### src/rtl/gfx_rom_arbiter_if.sv
// gfx_rom_arbiter_if: requester and ROM-side bus bundle for the graphics ROM arbiter.
// The slave side is the arbiter; the master side is whatever drives the requests and the memory.
interface gfx_rom_arbiter_if;
    logic        cpu_req;
    logic [18:1] cpu_addr;
    logic [15:0] cpu_rdata;
    logic        cpu_ack;
    logic        tile_req;
    logic [19:0] tile_addr;
    logic [31:0] tile_rdata;
    logic        tile_ack;
    logic        spr_req;
    logic [19:0] spr_addr;
    logic [31:0] spr_rdata;
    logic        spr_ack;
    logic        mem_req;
    logic [21:0] mem_addr;
    logic [31:0] mem_rdata;
    logic        mem_rdy;
    logic        err;
    modport slave (
        input  cpu_req, cpu_addr, tile_req, tile_addr, spr_req, spr_addr, mem_rdata, mem_rdy,
        output cpu_rdata, cpu_ack, tile_rdata, tile_ack, spr_rdata, spr_ack, mem_req, mem_addr, err
    );
    modport master (
        output cpu_req, cpu_addr, tile_req, tile_addr, spr_req, spr_addr, mem_rdata, mem_rdy,
        input  cpu_rdata, cpu_ack, tile_rdata, tile_ack, spr_rdata, spr_ack, mem_req, mem_addr, err
    );
endinterface

### src/rtl/gfx_rom_arbiter.sv
// gfx_rom_arbiter: shares one 32-bit ROM port between the 68k, tile and sprite fetchers.
// Video alternates fairly; the CPU is promoted after CPU_MAX_WAIT lost cycles; stalled reads time out.
module gfx_rom_arbiter #(
    parameter logic [21:0] CPU_BASE     = 22'h000000,
    parameter logic [21:0] TILE_BASE    = 22'h040000,
    parameter logic [21:0] SPR_BASE     = 22'h140000,
    parameter int          CPU_MAX_WAIT = 16,
    parameter int          TIMEOUT      = 255
) (
    input logic            clk_main,
    input logic            nRESET,
    gfx_rom_arbiter_if.slave bus
);
    localparam logic [1:0] S_IDLE  = 2'd0;
    localparam logic [1:0] S_ISSUE = 2'd1;
    localparam logic [1:0] S_DONE  = 2'd2;
    localparam logic [1:0] G_CPU   = 2'd0;
    localparam logic [1:0] G_TILE  = 2'd1;
    localparam logic [1:0] G_SPR   = 2'd2;
    localparam int WW = $clog2(CPU_MAX_WAIT + 1);
    localparam int TW = $clog2(TIMEOUT + 1);

    logic [1:0]    r_state, r_owner;
    logic [2:0]    r_req_d, r_pend, r_ack;
    logic [WW-1:0] r_cpu_wait;
    logic [TW-1:0] r_to_cnt;
    logic          r_last_spr, r_cpu_hi, r_err, r_mem_req;
    logic [21:0]   r_addr;
    logic [15:0]   r_cpu_rdata;
    logic [31:0]   r_tile_rdata, r_spr_rdata;

    logic [2:0]  w_req, w_rise;
    logic        w_cpu_urgent, w_grant, w_cpu_lose, w_finish;
    logic [1:0]  w_sel;
    logic [21:0] w_sel_addr;
    logic [31:0] w_data;

    always_comb begin
        w_req        = {bus.spr_req, bus.tile_req, bus.cpu_req};
        w_rise       = w_req & ~r_req_d;
        w_cpu_urgent = r_pend[0] && (r_cpu_wait >= WW'(CPU_MAX_WAIT));
        w_grant      = (r_state == S_IDLE) && (|r_pend);
        w_sel        = w_cpu_urgent             ? G_CPU :
                       (r_pend[1] && r_pend[2]) ? (r_last_spr ? G_TILE : G_SPR) :
                       r_pend[1]                ? G_TILE :
                       r_pend[2]                ? G_SPR : G_CPU;
        w_sel_addr   = (w_sel == G_CPU)  ? CPU_BASE + {5'd0, bus.cpu_addr[18:2]} :
                       (w_sel == G_TILE) ? TILE_BASE + {2'd0, bus.tile_addr} :
                                           SPR_BASE + {2'd0, bus.spr_addr};
        // a CPU access already in flight is not a lost cycle
        w_cpu_lose   = r_pend[0] && !(w_grant && w_sel == G_CPU) &&
                       !(r_state != S_IDLE && r_owner == G_CPU);
        w_finish     = (r_state == S_ISSUE) && (bus.mem_rdy || r_to_cnt == TW'(TIMEOUT - 1));
        w_data       = bus.mem_rdy ? bus.mem_rdata : '1;
    end

    always_ff @(posedge clk_main or negedge nRESET) begin
        if (!nRESET) begin
            r_state      <= S_IDLE;
            r_owner      <= G_CPU;
            r_req_d      <= '1;
            r_pend       <= '0;
            r_ack        <= '0;
            r_cpu_wait   <= '0;
            r_to_cnt     <= '0;
            r_last_spr   <= 1'b1;
            r_cpu_hi     <= 1'b0;
            r_err        <= 1'b0;
            r_mem_req    <= 1'b0;
            r_addr       <= '0;
            r_cpu_rdata  <= '0;
            r_tile_rdata <= '0;
            r_spr_rdata  <= '0;
        end else begin
            r_req_d <= w_req;
            r_pend  <= (r_pend & ~r_ack) | w_rise;
            r_ack   <= '0;
            if (w_grant && w_sel == G_CPU)
                r_cpu_wait <= '0;
            else if (w_cpu_lose && !w_cpu_urgent)
                r_cpu_wait <= r_cpu_wait + WW'(1);
            if (r_state == S_IDLE) begin
                if (w_grant) begin
                    r_state   <= S_ISSUE;
                    r_owner   <= w_sel;
                    r_addr    <= w_sel_addr;
                    r_mem_req <= 1'b1;
                    r_to_cnt  <= '0;
                    r_cpu_hi  <= bus.cpu_addr[1];
                    if (w_sel != G_CPU)
                        r_last_spr <= (w_sel == G_SPR);
                end
            end else if (r_state == S_ISSUE) begin
                if (w_finish) begin
                    r_state   <= S_DONE;
                    r_mem_req <= 1'b0;
                    r_ack     <= 3'b001 << r_owner;
                    r_err     <= r_err | !bus.mem_rdy;
                    if (r_owner == G_CPU)
                        r_cpu_rdata <= r_cpu_hi ? w_data[31:16] : w_data[15:0];
                    if (r_owner == G_TILE)
                        r_tile_rdata <= w_data;
                    if (r_owner == G_SPR)
                        r_spr_rdata <= w_data;
                end else begin
                    r_to_cnt <= r_to_cnt + TW'(1);
                end
            end else begin
                r_state <= S_IDLE;
            end
        end
    end

    assign bus.mem_req    = r_mem_req;
    assign bus.mem_addr   = r_addr;
    assign bus.cpu_ack    = r_ack[0];
    assign bus.tile_ack   = r_ack[1];
    assign bus.spr_ack    = r_ack[2];
    assign bus.cpu_rdata  = r_cpu_rdata;
    assign bus.tile_rdata = r_tile_rdata;
    assign bus.spr_rdata  = r_spr_rdata;
    assign bus.err        = r_err;
endmodule

### src/flat_wrapper.sv
// flat-port wrapper written by rule: the top's interface ports become plain ports
module gfx_rom_arbiter_flat 
#(
    parameter logic [21:0] CPU_BASE     = 22'h000000,
    parameter logic [21:0] TILE_BASE    = 22'h040000,
    parameter logic [21:0] SPR_BASE     = 22'h140000,
    parameter int          CPU_MAX_WAIT = 16,
    parameter int          TIMEOUT      = 255
)
  (clk_main, nRESET, bus_cpu_req, bus_cpu_addr, bus_tile_req, bus_tile_addr, bus_spr_req, bus_spr_addr, bus_mem_rdata, bus_mem_rdy, bus_cpu_rdata, bus_cpu_ack, bus_tile_rdata, bus_tile_ack, bus_spr_rdata, bus_spr_ack, bus_mem_req, bus_mem_addr, bus_err);
  gfx_rom_arbiter_if bus_i ();
  input logic clk_main;
  input logic nRESET;
  input wire logic [$bits(bus_i.cpu_req)-1:0] bus_cpu_req;
  input wire logic [$bits(bus_i.cpu_addr)-1:0] bus_cpu_addr;
  input wire logic [$bits(bus_i.tile_req)-1:0] bus_tile_req;
  input wire logic [$bits(bus_i.tile_addr)-1:0] bus_tile_addr;
  input wire logic [$bits(bus_i.spr_req)-1:0] bus_spr_req;
  input wire logic [$bits(bus_i.spr_addr)-1:0] bus_spr_addr;
  input wire logic [$bits(bus_i.mem_rdata)-1:0] bus_mem_rdata;
  input wire logic [$bits(bus_i.mem_rdy)-1:0] bus_mem_rdy;
  output wire logic [$bits(bus_i.cpu_rdata)-1:0] bus_cpu_rdata;
  output wire logic [$bits(bus_i.cpu_ack)-1:0] bus_cpu_ack;
  output wire logic [$bits(bus_i.tile_rdata)-1:0] bus_tile_rdata;
  output wire logic [$bits(bus_i.tile_ack)-1:0] bus_tile_ack;
  output wire logic [$bits(bus_i.spr_rdata)-1:0] bus_spr_rdata;
  output wire logic [$bits(bus_i.spr_ack)-1:0] bus_spr_ack;
  output wire logic [$bits(bus_i.mem_req)-1:0] bus_mem_req;
  output wire logic [$bits(bus_i.mem_addr)-1:0] bus_mem_addr;
  output wire logic [$bits(bus_i.err)-1:0] bus_err;
  assign bus_i.cpu_req = bus_cpu_req;
  assign bus_i.cpu_addr = bus_cpu_addr;
  assign bus_i.tile_req = bus_tile_req;
  assign bus_i.tile_addr = bus_tile_addr;
  assign bus_i.spr_req = bus_spr_req;
  assign bus_i.spr_addr = bus_spr_addr;
  assign bus_i.mem_rdata = bus_mem_rdata;
  assign bus_i.mem_rdy = bus_mem_rdy;
  assign bus_cpu_rdata = bus_i.cpu_rdata;
  assign bus_cpu_ack = bus_i.cpu_ack;
  assign bus_tile_rdata = bus_i.tile_rdata;
  assign bus_tile_ack = bus_i.tile_ack;
  assign bus_spr_rdata = bus_i.spr_rdata;
  assign bus_spr_ack = bus_i.spr_ack;
  assign bus_mem_req = bus_i.mem_req;
  assign bus_mem_addr = bus_i.mem_addr;
  assign bus_err = bus_i.err;
  gfx_rom_arbiter #(.CPU_BASE(CPU_BASE), .TILE_BASE(TILE_BASE), .SPR_BASE(SPR_BASE), .CPU_MAX_WAIT(CPU_MAX_WAIT), .TIMEOUT(TIMEOUT)) u_core (.clk_main(clk_main), .nRESET(nRESET), .bus(bus_i));
endmodule
### config.mk
export PLATFORM = sky130hd
export DESIGN_NAME = gfx_rom_arbiter_flat
export DESIGN_NICKNAME = d
export VERILOG_FILES = /design/src/rtl/gfx_rom_arbiter_if.sv /design/src/rtl/gfx_rom_arbiter.sv /design/src/flat_wrapper.sv
export SDC_FILE = /design/constraint.sdc
export NUM_CORES = 1
export LEC_CHECK = 0
export BUFFER_PORTS_ARGS = -buffer_cell sky130_fd_sc_hd__buf_2
export CORE_AREA = 2 2 117 119
export DETAILED_ROUTE_END_ITERATION = 12
export DIE_AREA = 0 0 119 121
export PLACE_DENSITY = 0.71
export SLEW_MARGIN = 20
export SYNTH_ARGS = -nofsm -noshare
export SYNTH_HDL_FRONTEND = slang
export SYNTH_SLANG_ARGS = --single-unit
### constraint.sdc
create_clock -name clk_main -period 2.9 [get_ports clk_main]
set_clock_uncertainty 0.2 [all_clocks]
set_input_delay 0.29 -clock clk_main [delete_from_list [all_inputs] [get_ports clk_main]]
set_output_delay 0.29 -clock clk_main [all_outputs]
set_load 0.01 [all_outputs]
After elaboration in Yosys (flattened, before gate mapping). Index checks and enable logic that the tools add are counted.

Bits in registers: 132. Bits in latches: 0. Memory bits (writable): 0. Bits in read-only memories: 0. Bits of input ports: 96. Output and inout bits: 107. Word-level logic and storage cells: 95. Memories: 0.

$add $sub $neg: 4. Multiply operators: 0. Div/mod/pow operators: 0. Order comparisons: 1. Equal/unequal tests: 9. Shifts and indexed selects: 1. Muxes and demuxes: 26. Bitwise gates (word level): 7. Reduce and logical (&&, ||, !) cells: 32.

Operators with widths (number): $mux 22 (2); $mux 32 (1); $mux 8 (4); $add 21x20->22 const A (1); $add 19x20->21 const A (1); $mux 2 (9); $mux 16 (1); $reduce_and 3->1 (4); $reduce_and 4->1 (3); $mux 5 (2); $reduce_bool 2->1 (5); $logic_and 1x1->1 (9); $mux 3 (3); $add 8x1->8 const B (1); $eq 8x8->1 const B (1); $and 3x3->3 (2); $eq 2x1->1 const B (3); $logic_not 2->1 (3); $not 3->3 (2); $add 5x1->5 const B (1); $ge 5x5->1 const B (1); $eq 2x2->1 const B (2); $logic_not 1->1 (4); $mux 1 (4); 10 further kinds (11).

Logic depth before layout (Yosys ltp). Gate-level depths: netlist of the first run.

Word-level depth: 12. Gate-level depth with buffers: 8. Depth with buffers taken out: 6.

Least setup slack after synthesis of the first run. OpenSTA, ideal clock, no wires.

Path kind: reg-to-reg. From: reg u_core.r_to_cnt[0]. To: reg u_core.r_tile_rdata[10], in the netlist u_core.bus.tile_rdata[10]. Library setup time: 121 ps. Data arrival time: 1796 ps. Data required time: 2579 ps. Path slack: 783 ps. Stages on the path, launching flop included: 9. Buffers on the path: 2. Clock period less this slack: 2117 ps. Cell sequence: dfrtp_1 inv_1 ha_1 and4_4 a41oi_4 and3b_1 buf_2 buf_6 o22a_1.

Word-level cells in the longest chain between the ends: 4.

Ends and longest elaborated chain: start: declaration (line gfx_rom_arbiter.sv:26) `logic [TW-1:0] r_to_cnt;`; start signal: assignment (line gfx_rom_arbiter.sv:106) `r_to_cnt <= r_to_cnt + TW'(1);`; $eq 8x8->1 (line gfx_rom_arbiter.sv:53) `w_finish = (r_state == S_ISSUE) && (bus.mem_rdy || r_to_cnt == TW'(TIMEOUT - 1));`; $logic_or 1x1->1 (line gfx_rom_arbiter.sv:53); $logic_and 1x1->1 (line gfx_rom_arbiter.sv:53); $reduce_and 4->1 (no line); end signal: assignment (line gfx_rom_arbiter.sv:102) `r_tile_rdata <= w_data;`; end: declaration (line gfx_rom_arbiter.sv:30) `logic [31:0] r_tile_rdata, r_spr_rdata;`.

Every way passes these cells. A chain may end at the register's enable or synchronous reset.

Worst setup path in the final report of the first run.
From: reg u_core.r_pend[2]. To: reg u_core.r_addr[10], in the netlist u_core.bus.mem_addr[10].

Word-level cells in the longest chain between the ends: 7. Elaborated cells on any way between the ends: 12. Those cells by class: eq/ne: 1; mux: 6; reduce/logical: 5.

Ends and longest elaborated chain: start: declaration (line gfx_rom_arbiter.sv:24) `logic [2:0] r_req_d, r_pend, r_ack;`; start signal: assignment (line gfx_rom_arbiter.sv:76) `r_pend <= (r_pend & ~r_ack) | w_rise;`; $mux 2 (line gfx_rom_arbiter.sv:46) `r_pend[2] ? G_SPR : G_CPU;`; $mux 2 (line gfx_rom_arbiter.sv:45) `r_pend[1] ? G_TILE :`; $mux 2 (line gfx_rom_arbiter.sv:44) `(r_pend[1] && r_pend[2]) ? (r_last_spr ? G_TILE : G_SPR) :`; $mux 2 (line gfx_rom_arbiter.sv:43) `w_sel = w_cpu_urgent ? G_CPU :`; $eq 2x1->1 (line gfx_rom_arbiter.sv:48) `(w_sel == G_TILE) ? TILE_BASE + {2'd0, bus.tile_addr} :`; $mux 22 (line gfx_rom_arbiter.sv:48); $mux 22 (line gfx_rom_arbiter.sv:47) `w_sel_addr = (w_sel == G_CPU) ? CPU_BASE + {5'd0, bus.cpu_addr[18:2]} :`; end signal: assignment (line gfx_rom_arbiter.sv:86) `r_addr <= w_sel_addr;`; end: declaration (line gfx_rom_arbiter.sv:28) `logic [21:0] r_addr;`.

Several ways; a longest one is shown, not always the timed one.

==> flow_summary_export.csv, run 1 <==
group,metric,value,unit
job,maxCapViolations,0,
die,die_w,119,microns
routing,viasPerCell,5.34,
synthesis,syn_nets,541,
clocking,cts.sinks,132,
synthesis,synth_area_leaders,"dfrtp_1 57%, o22a_1 8.2%, mux2i_1 6.6%, nand2_1 3.3%, o221ai_1 2.6%",
global_routing,overflow,0,
clocking,post_cts_resized,0,
routing,wl,16200,microns
sta,max_slew_margin,0.300,
cells_and_area,final_util,0.620,
die,pin_count,203,
synthesis,yosys.area.top_type,"dfrtp_1",
sta,finalSetupViolCount,0,
routing,drt-wirelength-per-cell,17.9,microns
synthesis,synth_top_flop_cell,"dfrtp_1",
cells_and_area,finalNetCount,813,
clocking,clockBufferDepth,2,
sta,rsz0062_at_grt,"no",
global_routing,grt_usage,0.234,
sta,max_freq,394,MHz
synthesis,ys_types,53,
cells_and_area,diodes,0,
sta,min_period_over_period,0.876,
synthesis,synth.most_common_cell,"dfrtp_1",
synthesis,synth_top_area_share,0.569,
placement,detailed_place_hpwl,10500,microns
die,start_util,0.430,
pwr,p_leak,3.77,nW
worst_setup_path,cp.arrival,2.64,ns
pwr,p_switching,3.34,mW
worst_setup_path,critPathMaxFanout,22,
sta,hold_viol,0,
clocking,cts_tree,"built",
synthesis,synth_edf_count,0,
global_routing,grt_max_degree,62,
clocking,post-cts-setup-buffers,0,
sta,fin_hold_ws,0.0218,ns
pwr,switching_share,0.355,
pwr,pwr-share-seq,0.354,
clocking,clk_latency,0.42,ns
pwr,p_comb_frac,0.417,
sta,tns,0,ns
synthesis,synth.avg_cell_area,12.8,sq um
pwr,internal_power,6.05,mW
pwr,power_density,1160,nW/um^2
sta,tightestPinTransition,1.04,ns
die,die_area,14400,sq um
worst_setup_path,critPathCaptureType,"register",
die,coreArea,13100,sq um
die,die_h,121,microns
cells_and_area,syn2layout_area_growth,44.0,%
synthesis,synthCells,440,
clocking,cts_buffers,17,
sta,fin_crit,2.54,ns
routing,initialDrtViolationCount,165,
clocking,htree_levels,4,
global_routing,grt_pass1_wl,26200,microns
placement,routabilityCongestion,0.813,
routing,drc,0,
routing,vias,4808,
synthesis,synthArstFlopShare,1.00,
global_routing,first_global_vias,5185,
cells_and_area,drive_above_1_share,0.385,
worst_setup_path,reg2reg_slack,0.36,ns
pwr,clkPwrFrac,0.229,
synthesis,ys_ff_latch,132,
status,status,"completed",
worst_setup_path,start_kind,"register",
clocking,clk_pin_slew_worst_paths,0.05,ns
placement,io_buffers,202,
sta,slew_violations,0,
worst_setup_path,critPathKind,"register to register",
synthesis,syn_area,5630,sq um
clocking,cts_root_buf,"clkbuf_16",
synthesis,netlist_top_cells_count,"128 x dfrtp_1, 53 x o22a_1, 49 x nand2_1",
die,row_count,42,
routing,final_antenna_net_count,0,
hold_path,holdCritPathClass,"primary input to register",
worst_setup_path,required,3.00,ns
global_routing,antenna_found_initial,0,
pwr,peakVddDrop,0.000600,V
synthesis,yosys_warnings,0,
routing,drtPass1Iterations,4,
synthesis,synth-seq-area-share,0.587,
==> power by group through the flow <==
stage / Combinational (mW) / Sequential, mW / Clock, mW
floorplan: 2.05 / 3.53 / 0
global placement: 3.54 / 3.30 / 0
detailed placement: 3.66 / 3.32 / 0
CTS: 3.91 / 3.31 / 2.20
global route: 4.27 / 3.44 / 2.28
finish: 3.91 / 3.32 / 2.15
==> cell type report <==
cell class / count / area, sq um
clock buffer: 25 / 505
timing repair buffer: 283 / 1800
inverter: 12 / 45.0
tap: 176 / 220
multi-input combinational: 266 / 2140
sequential: 132 / 3310
clock inverter: 7 / 93.8
fill: 1029 / 4970
==> cells in the final DEF, fill, tap and decap left out, types with 5 or more instances in the layout <==
| cell type | synthesis | final |
|---|---|---|
| nor2_1 | 14 | 14 |
| mux2i_1 | 37 | 37 |
| o22a_1 | 53 | 53 |
| o221ai_1 | 17 | 17 |
| o21ai_0 | 6 | 6 |
| nand3_1 | 6 | 6 |
| nand2_1 | 49 | 49 |
| dfrtp_1 | 128 | 128 |
| clkbuf_8 | 0 | 5 |
| dlygate4sd3_1 | 0 | 67 |
| a2bb2oi_1 | 7 | 7 |
| inv_1 | 12 | 12 |
| buf_4 | 2 | 14 |
| o22a_2 | 11 | 11 |
| buf_2 | 5 | 201 |
| a2bb2oi_2 | 9 | 9 |
| ha_1 | 5 | 5 |
| clkbuf_16 | 0 | 17 |
==> routing by layer <==
layer / GRT usage / share of wire / wire (microns)
met5: 0 / 0 / 0
met2: 0.403 / 0.50 / 8080
met4: 0.0967 / 0.020 / 327
met3: 0.0799 / 0.085 / 1380
met1: 0.266 / 0.39 / 6370
==> final timing paths <==
check | start | depth (start not counted) | to
worst max register to register | u_core.r_pend[2] | 4 | u_core.bus.mem_addr[10]
worst max-delay path | u_core.r_pend[2] | 4 | u_core.bus.mem_addr[10]
worst min-delay path | bus_tile_addr[0] | 3 | u_core.bus.mem_addr[0]
min in group asynchronous | nRESET | 2 | u_core.bus.mem_addr[8]
worst min register to register | u_core.r_ack[0] | 1 | u_core.r_pend[0]
max in group asynchronous | nRESET | 3 | u_core.bus.spr_rdata[18]
==> cells by family (layout without fill, tap and decap cells) <==
| group | Yosys count | after routing | share of synthesized area |
|---|---|---|---|
| AO/OA/AOI/OAI | 132 | 133 | 0.212 |
| XOR/XNOR | 4 | 4 | 0.00622 |
| adder cells (fa/ha/maj) | 5 | 5 | 0.0111 |
| buffers and inverters | 43 | 327 | 0.0407 |
| flip-flops | 132 | 132 | 0.587 |
| multiplexers | 37 | 37 | 0.0658 |
| AND/OR/NAND/NOR | 87 | 87 | 0.0773 |
==> critical path: stages (launching register included) <==
cell,delay [ns]
dfrtp_1,0.49
o31ai_4,0.64
buf_4,0.35
o221ai_1,0.16
dlygate4sd3_1,0.57
==> per-stage QoR <==
step	instance area [sq um]	total power [mW]	setup WS (ns)	instances
global placement	6830	6.83	0.692	801
finish	8110	9.39	0.360	901
CTS	8100	9.42	0.116	900
global route	8110	9.99	0.245	901
detailed placement	6830	6.98	0.596	801
floorplan	5630	5.57	0.783	440
==> registers in the layout, indices dropped and copies added (netlist names), 2 cells and up <==
register,flops
u_core.bus.mem_addr,22
u_core.bus.spr_rdata,32
u_core.r_pend,3
u_core.r_cpu_wait,5
u_core.r_to_cnt,8
u_core.r_req_d,3
u_core.r_state,2
u_core.bus.tile_rdata,32
u_core.r_owner,2
u_core.bus.cpu_rdata,16
u_core.r_ack,3
==> repair_timing <==
| item | CTS | global route |
|---|---|---|
| endpoints found under the setup margin | 0 | 7 |
| hold buffers | 67 | 0 |
| hold endpoints to repair | 170 | 0 |
Power figures use the tool's default switching activity.
==> run 2: changes to the inputs <==
--- a/config.mk
+++ b/config.mk
@@ -5,6 +5,7 @@
 export SDC_FILE = /design/constraint.sdc
 export NUM_CORES = 1
 export LEC_CHECK = 0
+export ABC_CLOCK_PERIOD_IN_PS = 2900
 export BUFFER_PORTS_ARGS = -buffer_cell sky130_fd_sc_hd__buf_2
 export CORE_AREA = 2 2 117 119
 export DETAILED_ROUTE_END_ITERATION = 12
==> constraint.sdc (replaced) <==
create_clock -name clk_main -period 2.9 [get_ports clk_main]
set_clock_uncertainty 0.2 [all_clocks]
set_input_delay 0 -clock clk_main [delete_from_list [all_inputs] [get_ports clk_main]]
set_output_delay 0 -clock clk_main [all_outputs]
set_load 0.01 [all_outputs]
==> run 2 against run 1 <==
  * Cell count increased by 1.7%
  * Clock power increased by 9.3%
  * Sequential power increased by 1%
  * Non-clock buffer count increased by 15
  * Global-route usage increased by 0.49 points
  * Flip-flop and latch count unchanged
  * Critical path depth increased by 2
  * Worst hold slack improved by 0.028 ns
  * Via count increased by 3.4%
  * Power increased by 4.2%
  * Combinational power increased by 4%
  * Critical endpoint is now u_core.bus.mem_addr[7]
  * Largest cell class unchanged
==> flow_summary_export.csv, run 2 (synthesis gave the netlist of run 1 again) <==
group,metric,value,unit
clocking,clk_pin_slew_worst_paths,0.05,ns
hold_path,min_from,"bus_spr_req",
clocking,cts_tree,"built",
global_routing,antenna_found_initial,0,
sta,hold_viol,0,
sta,fin_hold_ws,0.0499,ns
cells_and_area,layout_common_cells,"201 x buf_2, 128 x dfrtp_1, 80 x dlygate4sd3_1, 53 x o22a_1, 49 x nand2_1",
placement,io_buffers,202,
cells_and_area,syn2layout_area_growth,47.5,%
die,pin_count,203,
hold_path,holdPathEnd,"u_core.r_req_d[2]",
pwr,p_leak,3.86,nW
cells_and_area,finalNetCount,828,
global_routing,first_global_vias,5211,
die,coreArea,13100,sq um
sta,max_freq,387,MHz
worst_setup_path,reg2reg_slack,0.32,ns
routing,drt-wirelength-per-cell,18.1,microns
worst_setup_path,cp.arrival,2.67,ns
sta,min_period_over_period,0.891,
worst_setup_path,start_kind,"register",
pwr,peakVddDrop,0.000655,V
worst_setup_path,required,2.99,ns
global_routing,grt_usage,0.238,
global_routing,overflow,0,
global_routing,grt_max_degree,76,
placement,dpl-instance-area,6840,sq um
clocking,cts_buffers,17,
routing,drtPass1Iterations,5,
placement,detailed_place_hpwl,10400,microns
sta,rsz0062_at_grt,"no",
hold_path,holdCritPathClass,"primary input to register",
clocking,cts_root_buf,"clkbuf_16",
pwr,finalPower,9.78,mW
worst_setup_path,r2r_cells,6,
sta,fin_crit,2.58,ns
cells_and_area,drive_above_1_share,0.382,
clocking,cts.sinks,132,
die,die_w,119,microns
sta,finalSetupViolCount,0,
clocking,clockBufferDepth,2,
worst_setup_path,critPathCaptureType,"register",
cells_and_area,num-fill-cells,989,
die,row_count,42,
cells_and_area,layout_commonest_cell,"buf_2",
sta,slew_violations,0,
status,status,"completed",
sta,max_slew_margin,0.259,
routing,initialDrtViolationCount,258,
worst_setup_path,reg2reg_to,"u_core.bus.mem_addr[7]",
clocking,clk_latency,0.41,ns
die,die_h,121,microns
cells_and_area,diodes,0,
cells_and_area,fin_cells,916,
sta,tns,0,ns
routing,wl,16600,microns
placement,routabilityCongestion,0.810,
global_routing,grt_pass1_wl,26900,microns
pwr,power_density,1180,nW/um^2
die,die_area,14400,sq um
worst_setup_path,critPathKind,"register to register",
worst_setup_path,cp-startpoint,"u_core.r_pend[1]",
cells_and_area,final_area,8310,sq um
worst_setup_path,critPathMaxFanout,19,
routing,viasPerCell,5.43,
job,maxCapViolations,0,
placement,dp.cells,803,
routing,final_antenna_net_count,0,
hold_path,hold_depth,2,
clocking,htree_levels,4,
die,start_util,0.430,
routing,drc,0,
worst_setup_path,r2r_start,"u_core.r_pend[1]",
sta,tightestPinTransition,1.10,ns
routing,vias,4972,
## run 2: cell type report
class | instances | area [sq um] | share of cell area
timing repair buffer | 298 | 1950 | 0.234
sequential | 132 | 3310 | 0.398
inverter | 12 | 45.0 | 0.00542
clock inverter | 13 | 205 | 0.0247
multi-input combinational | 266 | 2140 | 0.257
clock buffer | 19 | 443 | 0.0533
tap | 176 | 220 | 0.0265
## run 2: repair_timing
item,CTS,global route
setup buffers,0,0
hold buffers,80,0
endpoints found under the setup margin,0,11
resized for setup,0,0
hold endpoints to repair,182,0
## run 2: critical path, cell delays in order, from the launching register on
cell           delay (ns)
dfrtp_1              0.53
inv_1                0.14
a21oi_2              0.16
buf_4                0.33
mux2i_1              0.36
o221ai_1             0.16
dlygate4sd3_1        0.57
## run 2: power breakdown
group | switching, mW | total, mW | leakage [nW] | internal (mW)
logic | 1.97 | 4.07 | 2.02 | 2.10
clock network | 0.802 | 2.35 | 0.309 | 1.55
registers | 0.652 | 3.36 | 1.53 | 2.71
## run 2: worst max-delay path by stage
stage / slack, ns / endpoint
global placement: 0.67 / u_core.bus.spr_rdata[18]
CTS: 0.07 / u_core.bus.mem_addr[14]
global route: 0.19 / u_core.bus.mem_addr[14]
finish: 0.32 / u_core.bus.mem_addr[7]
floorplan: 0.78 / u_core.bus.tile_rdata[10]
detailed placement: 0.61 / u_core.bus.tile_rdata[11]
## run 2: per-stage QoR
stage	worst slack [ns]	util
3_5_place_dp	0.611	0.523
3_3_place_gp	0.668	0.523
6_report	0.317	0.635
2_1_floorplan	0.783	-
5_1_grt	0.192	0.635
4_1_cts	0.0726	0.633
## run 2: metal layers
layer	up-vias	track usage	routed length [microns]
met5	-	0	0
met4	0	0.0796	289
met3	23	0.0771	1390
met2	232	0.418	8390
met1	2481	0.276	6520
li1	2236	-	-
